## src/rtl/boot_seq_loader_if.sv

```systemverilog
// Boot copier bus: ROM read side and core-memory download side.
interface boot_seq_loader_if #(
    parameter int ADDR_W = 16,
    parameter int DATA_W = 8
);
    logic [ADDR_W-1:0] rd_addr;
    logic [DATA_W-1:0] rd_data;
    logic              dn_go;
    logic              dn_wr;
    logic [ADDR_W-1:0] dn_addr;
    logic [DATA_W-1:0] dn_data;
    logic              dn_wait;

    modport master (
        output rd_addr,
        input  rd_data,
        output dn_go,
        output dn_wr,
        output dn_addr,
        output dn_data,
        input  dn_wait
    );

    modport slave (
        input  rd_addr,
        output rd_data,
        input  dn_go,
        input  dn_wr,
        input  dn_addr,
        input  dn_data,
        output dn_wait
    );
endinterface

```

## src/rtl/boot_seq_loader.sv

```systemverilog
// Post-reset boot loader: copies a run-time sized block from boot ROM into
// core memory over the download port, then pulses execute_enable.
module boot_seq_loader #(
    parameter int ADDR_W     = 16,
    parameter int DATA_W     = 8,
    parameter int LEN_W      = 16,
    parameter int ROM_LAT    = 1,
    parameter int AUTO_START = 1
) (
    input  logic              clk_sys,
    input  logic              reset,
    input  logic              start,
    input  logic              abort,
    input  logic [ADDR_W-1:0] src_base,
    input  logic [ADDR_W-1:0] dst_base,
    input  logic [LEN_W-1:0]  len,
    input  logic [ADDR_W-1:0] exec_addr,
    output logic [ADDR_W-1:0] execute_addr,
    output logic              execute_enable,
    boot_seq_loader_if.master bus
);

    typedef enum logic [1:0] {IDLE, FETCH, WRITE, DONE} state_t;

    // Last value of the ROM wait counter; rd_data is captured on that edge.
    localparam logic [2:0] LAT_LAST = 3'(ROM_LAT - 1);

    state_t            state_q, state_d;
    logic [ADDR_W-1:0] rd_addr_q, rd_addr_d;
    logic [ADDR_W-1:0] dn_addr_q, dn_addr_d;
    logic [DATA_W-1:0] dn_data_q, dn_data_d;
    logic              dn_wr_q, dn_wr_d;
    logic              dn_go_q, dn_go_d;
    logic [ADDR_W-1:0] exec_q, exec_d;
    logic              exec_en_q, exec_en_d;
    logic [LEN_W-1:0]  remain_q, remain_d;
    logic [2:0]        lat_q, lat_d;
    logic              auto_q, auto_d;
    logic              go;

    // Auto-start request only survives the first edge after reset release.
    assign go = (start | auto_q) & ~abort;

    // Next-state and datapath updates for the copy sequencer.
    always_comb begin
        state_d   = state_q;
        rd_addr_d = rd_addr_q;
        dn_addr_d = dn_addr_q;
        dn_data_d = dn_data_q;
        dn_wr_d   = dn_wr_q;
        dn_go_d   = dn_go_q;
        exec_d    = exec_q;
        exec_en_d = 1'b0;
        remain_d  = remain_q;
        lat_d     = lat_q;
        auto_d    = 1'b0;
        case (state_q)
            IDLE: begin
                if (go) begin
                    rd_addr_d = src_base;
                    dn_addr_d = dst_base;
                    exec_d    = exec_addr;
                    remain_d  = len;
                    lat_d     = 3'd0;
                    dn_go_d   = 1'b1;
                    state_d   = (len == '0) ? DONE : FETCH;
                end
            end
            FETCH: begin
                if (abort) begin
                    dn_go_d = 1'b0;
                    state_d = IDLE;
                end else if (lat_q == LAT_LAST) begin
                    dn_data_d = bus.rd_data;
                    dn_wr_d   = 1'b1;
                    state_d   = WRITE;
                end else begin
                    lat_d = lat_q + 3'd1;
                end
            end
            WRITE: begin
                // A write accepted on an abort edge has already reached the sink.
                if (abort) begin
                    dn_wr_d = 1'b0;
                    dn_go_d = 1'b0;
                    state_d = IDLE;
                end else if (!bus.dn_wait) begin
                    dn_wr_d  = 1'b0;
                    remain_d = remain_q - LEN_W'(1);
                    if (remain_q == LEN_W'(1)) begin
                        dn_go_d   = 1'b0;
                        exec_en_d = 1'b1;
                        state_d   = DONE;
                    end else begin
                        rd_addr_d = rd_addr_q + ADDR_W'(1);
                        dn_addr_d = dn_addr_q + ADDR_W'(1);
                        lat_d     = 3'd0;
                        state_d   = FETCH;
                    end
                end
            end
            default: begin
                // dn_go still high means a zero-length copy that has not pulsed yet.
                dn_go_d   = 1'b0;
                exec_en_d = dn_go_q;
                state_d   = dn_go_q ? DONE : IDLE;
            end
        endcase
    end

    // State and datapath registers; reset clears everything and re-arms auto-start.
    always_ff @(posedge clk_sys or posedge reset) begin
        if (reset) begin
            state_q   <= IDLE;
            rd_addr_q <= '0;
            dn_addr_q <= '0;
            dn_data_q <= '0;
            dn_wr_q   <= 1'b0;
            dn_go_q   <= 1'b0;
            exec_q    <= '0;
            exec_en_q <= 1'b0;
            remain_q  <= '0;
            lat_q     <= 3'd0;
            auto_q    <= (AUTO_START != 0);
        end else begin
            state_q   <= state_d;
            rd_addr_q <= rd_addr_d;
            dn_addr_q <= dn_addr_d;
            dn_data_q <= dn_data_d;
            dn_wr_q   <= dn_wr_d;
            dn_go_q   <= dn_go_d;
            exec_q    <= exec_d;
            exec_en_q <= exec_en_d;
            remain_q  <= remain_d;
            lat_q     <= lat_d;
            auto_q    <= auto_d;
        end
    end

    assign bus.rd_addr     = rd_addr_q;
    assign bus.dn_go       = dn_go_q;
    assign bus.dn_wr       = dn_wr_q;
    assign bus.dn_addr     = dn_addr_q;
    assign bus.dn_data     = dn_data_q;
    assign execute_addr    = exec_q;
    assign execute_enable  = exec_en_q;

endmodule

```

## src/flat_wrapper.sv

```systemverilog
// flat-port wrapper written by rule: the top's interface ports become plain ports
module boot_seq_loader_flat 
#(
    parameter int ADDR_W     = 16,
    parameter int DATA_W     = 8,
    parameter int LEN_W      = 16,
    parameter int ROM_LAT    = 1,
    parameter int AUTO_START = 1
)
  (clk_sys, reset, start, abort, src_base, dst_base, len, exec_addr, execute_addr, execute_enable, bus_rd_addr, bus_rd_data, bus_dn_go, bus_dn_wr, bus_dn_addr, bus_dn_data, bus_dn_wait);
  boot_seq_loader_if #(.ADDR_W(ADDR_W), .DATA_W(DATA_W)) bus_i ();
  input  logic clk_sys;
  input  logic reset;
  input  logic start;
  input  logic abort;
  input  logic [ADDR_W-1:0] src_base;
  input  logic [ADDR_W-1:0] dst_base;
  input  logic [LEN_W-1:0] len;
  input  logic [ADDR_W-1:0] exec_addr;
  output logic [ADDR_W-1:0] execute_addr;
  output logic execute_enable;
  output wire logic [$bits(bus_i.rd_addr)-1:0] bus_rd_addr;
  input wire logic [$bits(bus_i.rd_data)-1:0] bus_rd_data;
  output wire logic [$bits(bus_i.dn_go)-1:0] bus_dn_go;
  output wire logic [$bits(bus_i.dn_wr)-1:0] bus_dn_wr;
  output wire logic [$bits(bus_i.dn_addr)-1:0] bus_dn_addr;
  output wire logic [$bits(bus_i.dn_data)-1:0] bus_dn_data;
  input wire logic [$bits(bus_i.dn_wait)-1:0] bus_dn_wait;
  assign bus_rd_addr = bus_i.rd_addr;
  assign bus_i.rd_data = bus_rd_data;
  assign bus_dn_go = bus_i.dn_go;
  assign bus_dn_wr = bus_i.dn_wr;
  assign bus_dn_addr = bus_i.dn_addr;
  assign bus_dn_data = bus_i.dn_data;
  assign bus_i.dn_wait = bus_dn_wait;
  boot_seq_loader #(.ADDR_W(ADDR_W), .DATA_W(DATA_W), .LEN_W(LEN_W), .ROM_LAT(ROM_LAT), .AUTO_START(AUTO_START)) u_core (.clk_sys(clk_sys), .reset(reset), .start(start), .abort(abort), .src_base(src_base), .dst_base(dst_base), .len(len), .exec_addr(exec_addr), .execute_addr(execute_addr), .execute_enable(execute_enable), .bus(bus_i));
endmodule
```

## config.mk

```make
export PLATFORM = sky130hd
export DESIGN_NAME = boot_seq_loader_flat
export DESIGN_NICKNAME = d
export VERILOG_FILES = /design/src/rtl/boot_seq_loader_if.sv /design/src/rtl/boot_seq_loader.sv /design/src/flat_wrapper.sv
export SDC_FILE = /design/constraint.sdc
export NUM_CORES = 1
export LEC_CHECK = 0
export BUFFER_PORTS_ARGS = -buffer_cell sky130_fd_sc_hd__clkbuf_2
export CORE_ASPECT_RATIO = 0.8
export CORE_MARGIN = 2
export CORE_UTILIZATION = 25
export DETAILED_ROUTE_END_ITERATION = 16
export SLEW_MARGIN = 5
export SYNTH_ARGS = -nofsm -noshare
export SYNTH_HDL_FRONTEND = slang
export SYNTH_SLANG_ARGS = --single-unit
```

## constraint.sdc

```tcl
create_clock -name clk_sys -period 2.29 [get_ports clk_sys]
set_input_delay 0 -clock clk_sys [delete_from_list [all_inputs] [get_ports clk_sys]]
set_output_delay 0 -clock clk_sys [all_outputs]
set_load 0.02 [all_outputs]
```

==> results of run 1 <==
[state kept, by name, indices dropped and copies added, names as in the netlist]
| signal | count |
|---|---|
| u_core.auto_q | 1 |
| u_core.execute_enable | 1 |
| u_core.state_q | 2 |
| u_core.bus.dn_wr | 1 |
| u_core.bus.rd_addr | 16 |
| u_core.remain_q | 16 |
| u_core.bus.dn_addr | 16 |
| u_core.execute_addr | 16 |
| u_core.bus.dn_go | 1 |
| u_core.lat_q | 3 |
| u_core.bus.dn_data | 8 |
[worst max-delay path, delay by kind of cell, from the launching register on]
| family | cells | cell delay, ps |
|---|---|---|
| fa+ha+maj | 1 | 160 |
| simple gates | 3 | 940 |
| flops | 1 | 400 |
| compound gates | 2 | 380 |
| buf+inv | 1 | 120 |
[stage by stage]
stage	instances	total power, mW	worst slack (ps)
after floorplan	516	5.250	211.6
after global placement	869	6.628	139.8
after detailed placement	869	6.641	108.1
after CTS	931	8.211	95.35
after global routing	931	8.778	6.641
final	931	8.160	139.5
[synthesized netlist by cell type, drive strengths merged, types with 3 or more instances]
cell / number / area (um2)
dfrtp: 80 / 2002
mux2: 9 / 101.4
o211ai: 3 / 22.52
nor2: 36 / 135.1
nand2: 96 / 360.4
nand3: 22 / 115.1
a2bb2oi: 6 / 52.55
nor4b: 3 / 26.28
a211oi: 6 / 50.05
nand2b: 4 / 25.02
a31oi: 7 / 43.79
nand4: 8 / 56.30
o21ai: 30 / 150.1
and4: 7 / 62.56
o22a: 4 / 35.03
a21oi: 56 / 280.3
o311ai: 3 / 26.28
nor4: 12 / 105.1
a311oi: 5 / 43.79
inv: 10 / 37.54
or3: 7 / 43.79
a22oi: 4 / 30.03
and3: 9 / 58.80
or4: 3 / 22.52
o31ai: 3 / 27.52
nor3: 5 / 35.03
a22o: 3 / 26.28
clkbuf: 16 / 60.06
o22ai: 14 / 87.58
buf: 18 / 108.8
ha: 6 / 75.07
[power by group]
part           switching [mW]  total (mW)  internal, mW
Sequential              0.777        2.87          2.10
Combinational            2.35        3.84          1.49
Clock                   0.590        1.45         0.861
Total                    3.71        8.16          4.45
[cells by family (layout without fill, tap and decap cells)]
family,Yosys count,count (layout),share of synthesized area (%)
simple gates,218,218,24.16
mux,9,9,2.252
fa+ha+maj,6,6,1.668
other cells,1,1,0.08332
compound gates,157,157,22.19
buf+inv,44,234,4.587
flops,81,81,45.07
[metal layers]
layer / GRT usage (%) / vias to the layer above
li1: - / 2275
met1: 21.66 / 2137
met2: 24.22 / 153
met3: 3.549 / 6
met4: 3.505 / 0
met5: 0 / -
[path summary, 6_finish.rpt]
path,to,from
min,u_core.bus.rd_addr[6],src_base[6]
max reg2reg,u_core.bus.dn_addr[11],u_core.remain_q[1]
min reg2reg,u_core.lat_q[2],u_core.lat_q[2]
max,u_core.bus.dn_addr[11],u_core.remain_q[1]
min in group asynchronous,u_core.bus.dn_addr[0],reset
max in group asynchronous,u_core.auto_q,reset
[final cells by class]
cell class,count,area share (%)
clock buffers,11,3.854
inverters,10,0.6158
flip-flops and latches,81,32.20
well taps,225,4.470
multi-input cells,391,36.41
repair buffers,210,21.77
clock inverters,3,0.6754
[what timing repair did]
action / 4_1_cts / 5_1_grt
endpoints found under the setup margin: 0 / 8
resized for setup: 0 / 1
endpoints found under the hold margin: 70 / 0
hold buffers: 48 / 0
==> Implementation_results.wiki, run 1 <==
{| class="wikitable"
! Metric !! Value
|-
| Outcome || completed
|-
| CTS Buffer Depth || 2
|-
| Fmax || 465.0 MHz
|-
| Detail Route met2 WL || 6.573 mm
|-
| Share of synthesized flip-flops with an asynchronous set or reset || 100.0%
|-
| Setup Buffers After CTS || 0
|-
| Count of final max-slew check failures || 0
|-
| Max-Cap Viols || 0
|-
| Synth warnings || 0
|-
| Number of endpoints failing setup at the final stage || 0
|-
| Global route overflow || 0
|-
| Pin count of the biggest net entering global routing || 43
|-
| Static leakage power || 2.825 nW
|-
| Setup Total Neg Slack || 0 ps
|-
| Minimum hold slack || 7.928 ps
|-
| Input/output buffers || 135
|-
| Number of unique standard cell types used by synthesis || 62
|-
| Highest Signal Layer || met4
|-
| Most used cells in the layout excluding fill and tap cells || sky130_fd_sc_hd__clkbuf_2, sky130_fd_sc_hd__nand2_1, sky130_fd_sc_hd__dfrtp_1
|-
| Mapped Area || 4501 um2
|-
| Minimum clock period || 2151 ps
|-
| Cell area after layout || 6299 um2
|-
| CP most frequent cell || sky130_fd_sc_hd__a311oi_1
|-
| Period utilization || 93.91%
|-
| Die footprint || 19,100 um2
|-
| Met3 wire length || 825 um
|-
| Transition at the pin with the smallest max-transition slack || 673.7 ps
|-
| Type of origin of the critical path || register
|-
| Post-synthesis area per instance || 8.722 um2
|-
| Cell-by-cell trace of the critical path || inv_1 > ha_1 > nor4b_1 > and4_1 > nor2_1 > a311oi_1 > a311oi_1
|-
| Global-route wire length before repair || 23.16 mm
|-
| Vias after detailed routing || 4,571
|-
| Wl on met1 || 7.189 mm
|-
| Die Ht || 124.0 um
|-
| Most frequent standard cell in the layout excluding fill and tap cells || sky130_fd_sc_hd__clkbuf_2
|-
| Total routing usage reported by global routing || 15.41%
|-
| Number of antenna repair diodes || 0
|-
| RSZ-0062 raised after global routing || no
|-
| Number of H-tree levels || 3
|-
| Average wire per standard cell || 15.73 um
|-
| Setup slack on the worst flop-to-flop path || 140 ps
|-
| Register area || 2028 um2
|-
| Number of cells produced by synthesis || 516
|-
| Worst-case reg-to-reg path depth || 7
|-
| Top flip-flop cell by instance count after synthesis || sky130_fd_sc_hd__dfrtp_1
|-
| Via count of the first global-routing pass || 4,352
|-
| Share of cells above drive strength 1 || 28.90%
|-
| Horizontal extent of the die || 154.0 um
|-
| Final weighted congestion of routability-driven global placement || 0.8433
|-
| Capturing element type of the critical path || register
|-
| Worst EP required || 2490 ps
|-
| Initial DRC Count || 295
|-
| Clk_lat worst skew || 340 ps
|-
| Detailed Place HPWL || 10.60 mm
|-
| Utilization after layout || 36.02%
|-
| Seq cells post-synth || 81
|-
| Signed area change from the synthesized netlist to the final layout || 39.95%
|-
| Stage delay of the slowest cell on the critical path || 500 ps
|-
| Syn Nets || 599
|-
| Hold Crit Class || in -> reg
|-
| Critical Path Slowest Stage Cell || sky130_fd_sc_hd__and4_1
|-
| Clock Tree Root || sky130_fd_sc_hd__clkbuf_16
|-
| Critical path arrival || 2350 ps
|-
| Worst setup skew after layout || 8.189 ps
|-
| Placed Area || 5525 um2
|-
| Clock slew seen by the registers of the worst setup and hold paths || 60 ps
|-
| VDD IR max || 0.5471 mV
|-
| Per-cell via count in the routed design || 4.910
|-
| Slew HR || 55.09%
|-
| Initial antenna violation count || 0
|-
| Total clock buffers created by CTS || 9
|-
| Post-layout nets || 786
|-
| Number of placement rows || 43
|-
| Initial core utilization || 25.74%
|-
| Number of flops mapped to enable cells by yosys || 0
|-
| Sequential fraction of the synthesis area || 45.07%
|-
| Number of sinks on the clock net || 81
|-
| Kind of critical path || reg -> reg
|-
| Power per cell area || 1296 nW/um2
|-
| Number of cells on the worst hold path || 3
|-
| Biggest fanout along the worst timing path || 7
|-
| Final wirelength || 14.65 mm
|-
| Final hold viol count || 0
|-
| Multi-input combinational cell area || 2293 um2
|-
| Core area || 17,490 um2
|-
| Number of I/O pins || 136
|-
| Fill cell instance count of the final layout || 1,807
|-
| Iteration count of the initial detailed-routing pass || 4
|-
| Final antenna-violating net count || 0
|-
| TritonCTS clock tree || done
|-
| Drt drc || 0
|}
No activity file was read; power rests on OpenSTA's default activity.
==> run 2, diff against run 1 <==
Settings changed: RECOVER_POWER set to 50.
Clock period 2.29 ns to 1.78 ns, I/O delays scaled along.
==> run 2 against run 1 <==
The run now ends with hold timing, setup timing left. Critical endpoint is now u_core.bus.rd_addr[0]. Clock skew down 3.0 ps. Final cell count up 9.6%. Worst hold slack worse by 24 ps. Worst setup slack worse by 240 ps.
==> Implementation_results.wiki, run 2 (synthesis gave the netlist of run 1 again) <==
{| class="wikitable"
! Metric !! Value
|-
| Outcome || finished, violations left
|-
| Failing checks || hold timing, setup timing
|-
| Total clock buffers created by CTS || 9
|-
| Via count of the first global-routing pass || 4,759
|-
| Initial DRC Count || 288
|-
| Iteration count of the initial detailed-routing pass || 4
|-
| Vias after detailed routing || 5,025
|-
| Type of origin of the critical path || register
|-
| Fill cell instance count of the final layout || 1,685
|-
| Launch point of the worst reg-to-reg path || u_core.remain_q[6]
|-
| Global-route wire length before repair || 25.03 mm
|-
| R2r endpoint || u_core.bus.rd_addr[0]
|-
| Biggest fanout along the worst timing path || 6
|-
| Die footprint || 19,100 um2
|-
| Core area || 17,490 um2
|-
| Initial antenna violation count || 0
|-
| Kind of critical path || reg -> reg
|-
| Most used cells in the layout excluding fill and tap cells || sky130_fd_sc_hd__clkbuf_2, sky130_fd_sc_hd__nand2_1, sky130_fd_sc_hd__buf_4
|-
| Stage delay of the slowest cell on the critical path || 400 ps
|-
| Worst setup skew after layout || 5.179 ps
|-
| Per-cell via count in the routed design || 4.926
|-
| Setup Total Neg Slack || -892.1 ps
|-
| Pre-CTS setup slack || -237.1 ps
|-
| Critical path arrival || 2110 ps
|-
| Worst-case reg-to-reg path depth || 7
|-
| Utilization after layout || 43.26%
|-
| Hold Crit Class || in -> reg
|-
| TritonCTS clock tree || done
|-
| Placed Area || 6002 um2
|-
| Most frequent standard cell in the layout excluding fill and tap cells || sky130_fd_sc_hd__clkbuf_2
|-
| Power per cell area || 1652 nW/um2
|-
| Critical Path Slowest Stage Cell || sky130_fd_sc_hd__dfrtp_1
|-
| Post-layout nets || 875
|-
| Number of placement rows || 43
|-
| Final wirelength || 16.51 mm
|-
| Final antenna-violating net count || 0
|-
| CTS Buffer Depth || 2
|-
| Cell area after layout || 7565 um2
|-
| Average wire per standard cell || 16.18 um
|-
| Total routing usage reported by global routing || 16.61%
|-
| Min-Delay Endpoint || u_core.bus.dn_addr[8]
|-
| RSZ-0062 raised after global routing || yes
|-
| Initial core utilization || 25.74%
|-
| Final weighted congestion of routability-driven global placement || 0.8643
|-
| Setup slack on the worst flop-to-flop path || -100 ps
|-
| Static leakage power || 3.360 nW
|-
| VDD IR max || 0.8638 mV
|-
| Period utilization || 105.6%
|-
| Die Ht || 124.0 um
|-
| Final worst slack || -99.32 ps
|-
| Minimum clock period || 1879 ps
|-
| Pin count of the biggest net entering global routing || 82
|-
| Slew HR || 21.61%
|-
| Clk_lat worst skew || 350 ps
|-
| Cell family with most CP delay || simple AND/OR/NAND/NOR gates
|-
| Worst Hold Launch || dst_base[8]
|-
| Detailed Place HPWL || 10.92 mm
|-
| Worst Path Buf+Inv || 3
|-
| Max-Cap Viols || 0
|-
| Clock slew seen by the registers of the worst setup and hold paths || 60 ps
|-
| Number of endpoints failing setup at the final stage || 24
|-
| Cell-by-cell trace of the critical path || nor4_4 > buf_4 > and4_4 > buf_6 > a21oi_4 > clkbuf_16 > o22a_1
|-
| Count of final max-slew check failures || 0
|-
| Minimum hold slack || -15.79 ps
|-
| Worst EP required || 2010 ps
|-
| Number of I/O pins || 136
|-
| Share of cells above drive strength 1 || 44.03%
|-
| Input/output buffers || 135
|-
| Transition at the pin with the smallest max-transition slack || 1176 ps
|-
| Final hold viol count || 3
|-
| Drt drc || 0
|-
| Clock Tree Root || sky130_fd_sc_hd__clkbuf_16
|-
| Global route overflow || 0
|-
| Signed area change from the synthesized netlist to the final layout || 68.08%
|-
| Number of sinks on the clock net || 81
|-
| Number of antenna repair diodes || 0
|-
| Number of H-tree levels || 3
|-
| Number of cells on the worst hold path || 3
|-
| Capturing element type of the critical path || register
|-
| Horizontal extent of the die || 154.0 um
|-
| Fmax || 532.1 MHz
|}
[run 2: cell count changes in the layout (fill, tap and decap cells not counted), sizes merged]
cell / change
o31ai: +1
dlygate4sd3: +1
clkinvlp: +1
buf: +84
clkbuf: +3
clkinv: -1
[run 2: metal layers]
metal / track usage, % / wire (um) / up-vias
met1: 23.06 / 7756 / 2420
met5: 0 / 0 / -
li1: - / - / 2448
met2: 26.32 / 7693 / 143
met4: 4.439 / 187 / 0
met3: 3.619 / 869 / 14
[run 2: worst reg2reg max path, cell delays in order (launching register included)]
cell and delay (ps):
sky130_fd_sc_hd__dfrtp_1 400, sky130_fd_sc_hd__nor4_4 300, sky130_fd_sc_hd__buf_4 170, sky130_fd_sc_hd__and4_4 270, sky130_fd_sc_hd__buf_6 130, sky130_fd_sc_hd__a21oi_4 100
sky130_fd_sc_hd__clkbuf_16 210, sky130_fd_sc_hd__o22a_1 190
[run 2: what timing repair did]
item                                    CTS  global route
hold endpoints to repair                128             0
endpoints found under the setup margin   51            71
gates cloned                              2             4
hold buffers                             49             0
resized for setup                        27            91
setup buffers                            13            15
pin swaps                                15            37
[run 2: worst max-delay path by stage]
stage | from | end | slack (ps) | depth (start not counted)
after floorplan | u_core.remain_q[0] | u_core.bus.rd_addr[15] | -0.2 | 7
after CTS | u_core.remain_q[0] | u_core.bus.rd_addr[10] | -80 | 8
after global placement | u_core.remain_q[1] | u_core.bus.dn_addr[6] | -190 | 9
after global routing | u_core.remain_q[1] | u_core.bus.rd_addr[10] | -180 | 9
after detailed placement | u_core.remain_q[1] | u_core.bus.dn_addr[7] | -240 | 9
final | u_core.remain_q[6] | u_core.bus.rd_addr[0] | -100 | 7
[run 2: final cells by class]
type                    count  area, um2  area share (%)
inverters                  10      41.29          0.5458
repair buffers            298       2190           28.94
well taps                 225      281.5           3.721
clock buffers              11      242.7           3.209
flip-flops and latches     81       2032           26.86
clock inverters             3      42.54          0.5624
multi-input cells         392       2735           36.16
[run 2: where the power goes]
| group | internal [mW] | total [mW] | switching (mW) | leakage [nW] |
|---|---|---|---|---|
| sequential | 2.70 | 3.55 | 0.843 | 0.951 |
| combinational | 3.14 | 7.08 | 3.94 | 2.27 |
| clock | 1.11 | 1.87 | 0.764 | 0.137 |
[run 2: through the flow]
step / hold slack, ps / instances / power, mW
floorplan: 105.4 / 516 / 6.765
global placement: 154.4 / 926 / 9.281
detailed placement: 161.0 / 926 / 9.329
CTS: 0.04041 / 1004 / 11.63
global route: 5.626 / 1020 / 13.34
finish: -15.79 / 1020 / 12.50
==> run 3, diff against run 2 <==
Settings changed: CORE_UTILIZATION 25 to 47, PLACE_DENSITY set to 0.77.
==> run 3 against run 2 <==
The run ends with setup timing left. Register-to-register slack lost 70 ps. Combinational power shrank 2%. Utilization grew 34 points. Clock skew grew 4.9 ps. Sequential share of layout area grew 1.7 points. Largest cell class unchanged. Largest power group unchanged. Highest routed layer unchanged.
==> Implementation_results.wiki, run 3 (synthesis gave the netlist of run 1 again) <==
{| class="wikitable"
! Metric !! Value
|-
| Outcome || finished, violations left
|-
| Failing checks || setup timing
|-
| Number of H-tree levels || 3
|-
| Critical Path Slowest Stage Cell || sky130_fd_sc_hd__dfrtp_1
|-
| Number of endpoints failing setup at the final stage || 36
|-
| Cell-by-cell trace of the critical path || nor4_4 > buf_4 > nand4_4 > buf_6 > buf_6 > o22ai_4 > nor2_1 > nor2_1
|-
| VDD IR max || 1.166 mV
|-
| Cell family with most CP delay || simple AND/OR/NAND/NOR gates
|-
| Per-cell via count in the routed design || 6.211
|-
| Slew HR || 25.84%
|-
| Type of origin of the critical path || register
|-
| Hold Crit Class || in -> reg
|-
| Total clock buffers created by CTS || 9
|-
| Detail Route met2 WL || 8.517 mm
|-
| Most used cells in the layout excluding fill and tap cells || sky130_fd_sc_hd__clkbuf_2, sky130_fd_sc_hd__nand2_1, sky130_fd_sc_hd__dfrtp_1
|-
| Final antenna-violating net count || 0
|-
| Clock Tree Root || sky130_fd_sc_hd__clkbuf_16
|-
| Signed area change from the synthesized netlist to the final layout || 58.52%
|-
| Final hold viol count || 0
|-
| Clock slew seen by the registers of the worst setup and hold paths || 70 ps
|-
| Number of antenna repair diodes || 0
|-
| Clk_lat worst skew || 340 ps
|-
| Max-Cap Viols || 0
|-
| Biggest fanout along the worst timing path || 7
|-
| Met3 wire length || 1.584 mm
|-
| Global-route wire length before repair || 25.87 mm
|-
| Highest Signal Layer || met4
|-
| RSZ-0062 raised after global routing || yes
|-
| Capturing element type of the critical path || register
|-
| Placed cell count || 810
|-
| Minimum hold slack || 2.068 ps
|-
| Critical path arrival || 2200 ps
|-
| Total routing usage reported by global routing || 31.41%
|-
| Overall Power || 12.34 mW
|-
| Final worst slack || -165.5 ps
|-
| Die footprint || 10,380 um2
|-
| Worst Path Buf+Inv || 3
|-
| Global route overflow || 0
|-
| Post-layout nets || 851
|-
| Final weighted congestion of routability-driven global placement || 0.9262
|-
| Static leakage power || 3.163 nW
|-
| Number of I/O pins || 136
|-
| Number of placement rows || 31
|-
| Core area || 9193 um2
|-
| Input/output buffers || 135
|-
| Vias after detailed routing || 5,509
|-
| Initial core utilization || 48.96%
|-
| TritonCTS clock tree || done
|-
| Most frequent standard cell in the layout excluding fill and tap cells || sky130_fd_sc_hd__clkbuf_2
|-
| Worst setup skew after layout || 10.08 ps
|-
| Drt drc || 0
|-
| Fmax || 514.0 MHz
|-
| Fin cells || 887
|-
| Kind of critical path || reg -> reg
|-
| Minimum clock period || 1945 ps
|-
| Number of sinks on the clock net || 81
|-
| Worst EP required || 2030 ps
|-
| Period utilization || 109.3%
|-
| Count of final max-slew check failures || 0
|-
| Die Ht || 91.53 um
|-
| Stage delay of the slowest cell on the critical path || 410 ps
|-
| Initial DRC Count || 631
|-
| Fill cell instance count of the final layout || 548
|-
| Power per cell area || 1730 nW/um2
|-
| CTS Buffer Depth || 2
|-
| Wl on met1 || 6.949 mm
|-
| Average wire per standard cell || 19.86 um
|-
| Horizontal extent of the die || 113.4 um
|-
| Transition at the pin with the smallest max-transition slack || 1106 ps
|-
| Share of cells above drive strength 1 || 40.41%
|-
| Final wirelength || 17.62 mm
|-
| Initial antenna violation count || 0
|-
| Detailed Place HPWL || 10.20 mm
|-
| Pin count of the biggest net entering global routing || 47
|-
| Via count of the first global-routing pass || 5,079
|-
| Iteration count of the initial detailed-routing pass || 6
|}
## run 3: cell types whose count changed in the layout (fill, tap and decap cells not counted), sizes merged
cell,delta
buf,-21
bufinv,-1
clkbuf,+1
clkinv,+2
clkinvlp,-1
dlygate4sd3,-3
## run 3: final timing paths
path / from / to / slack (ps) / depth (start not counted)
worst max-delay path: u_core.remain_q[8] / u_core.lat_q[0] / -170 / 8
worst min-delay path: len[2] / u_core.remain_q[2] / 2 / 3
worst max register to register: u_core.remain_q[8] / u_core.lat_q[0] / -170 / 8
worst min register to register: u_core.lat_q[2] / u_core.lat_q[2] / 470 / 1
max in group asynchronous: reset / u_core.bus.rd_addr[0] / 240 / 4
min in group asynchronous: reset / u_core.remain_q[0] / 430 / 3
## run 3: worst reg2reg max path: stages (launching register included)
cell	delay (ps)
sky130_fd_sc_hd__dfrtp_1	410
sky130_fd_sc_hd__nor4_4	320
sky130_fd_sc_hd__buf_4	210
sky130_fd_sc_hd__nand4_4	210
sky130_fd_sc_hd__buf_6	210
sky130_fd_sc_hd__buf_6	110
sky130_fd_sc_hd__o22ai_4	150
sky130_fd_sc_hd__nor2_1	80
sky130_fd_sc_hd__nor2_1	160
## run 3: final cells by class
class	instances	area [um2]	share of cell area [%]
Clock buffer	12	266.5	3.736
Clock inverter	3	15.01	0.2105
Inverter	10	38.79	0.5437
Multi-Input combinational cell	392	2708	37.95
Sequential cell	81	2034	28.52
Tap cell	115	143.9	2.017
Timing Repair Buffer	274	1928	27.03
## run 3: where the power goes
| group | total (mW) | switching [mW] | leakage [nW] | internal [mW] |
|---|---|---|---|---|
| registers | 3.62 | 0.907 | 0.948 | 2.71 |
| clock network | 1.80 | 0.755 | 0.144 | 1.05 |
| logic | 6.92 | 4.09 | 2.07 | 2.84 |
| total | 12.3 | 5.75 | 3.16 | 6.59 |
## run 3: repair_timing
item / 4_1_cts / 5_1_grt
pin swaps: 10 / 32
resized for setup: 32 / 79
cloned: 1 / 2
hold buffers: 46 / 0
endpoints found under the setup margin: 62 / 62
buffers inserted: 5 / 10
endpoints found under the hold margin: 65 / 0
## run 3: routing by layer
layer	vias to the layer above	track usage (%)
li1	2401	-
met1	2668	41.41
met2	380	51.35
met3	60	6.809
met4	0	10.77
met5	-	0
## run 3: per-stage QoR
step / TNS, ps / utilization [%] / area, um2 / setup slack, ps
floorplan: -0.1911 / - / 4513 / -0.1911
global placement: -2557 / 63.30 / 5819 / -149.5
detailed placement: -5888 / 63.30 / 5819 / -283.8
CTS: -692.7 / 73.38 / 6745 / -67.73
global route: -5210 / 77.61 / 7134 / -222.2
finish: -2459 / 77.61 / 7134 / -165.5
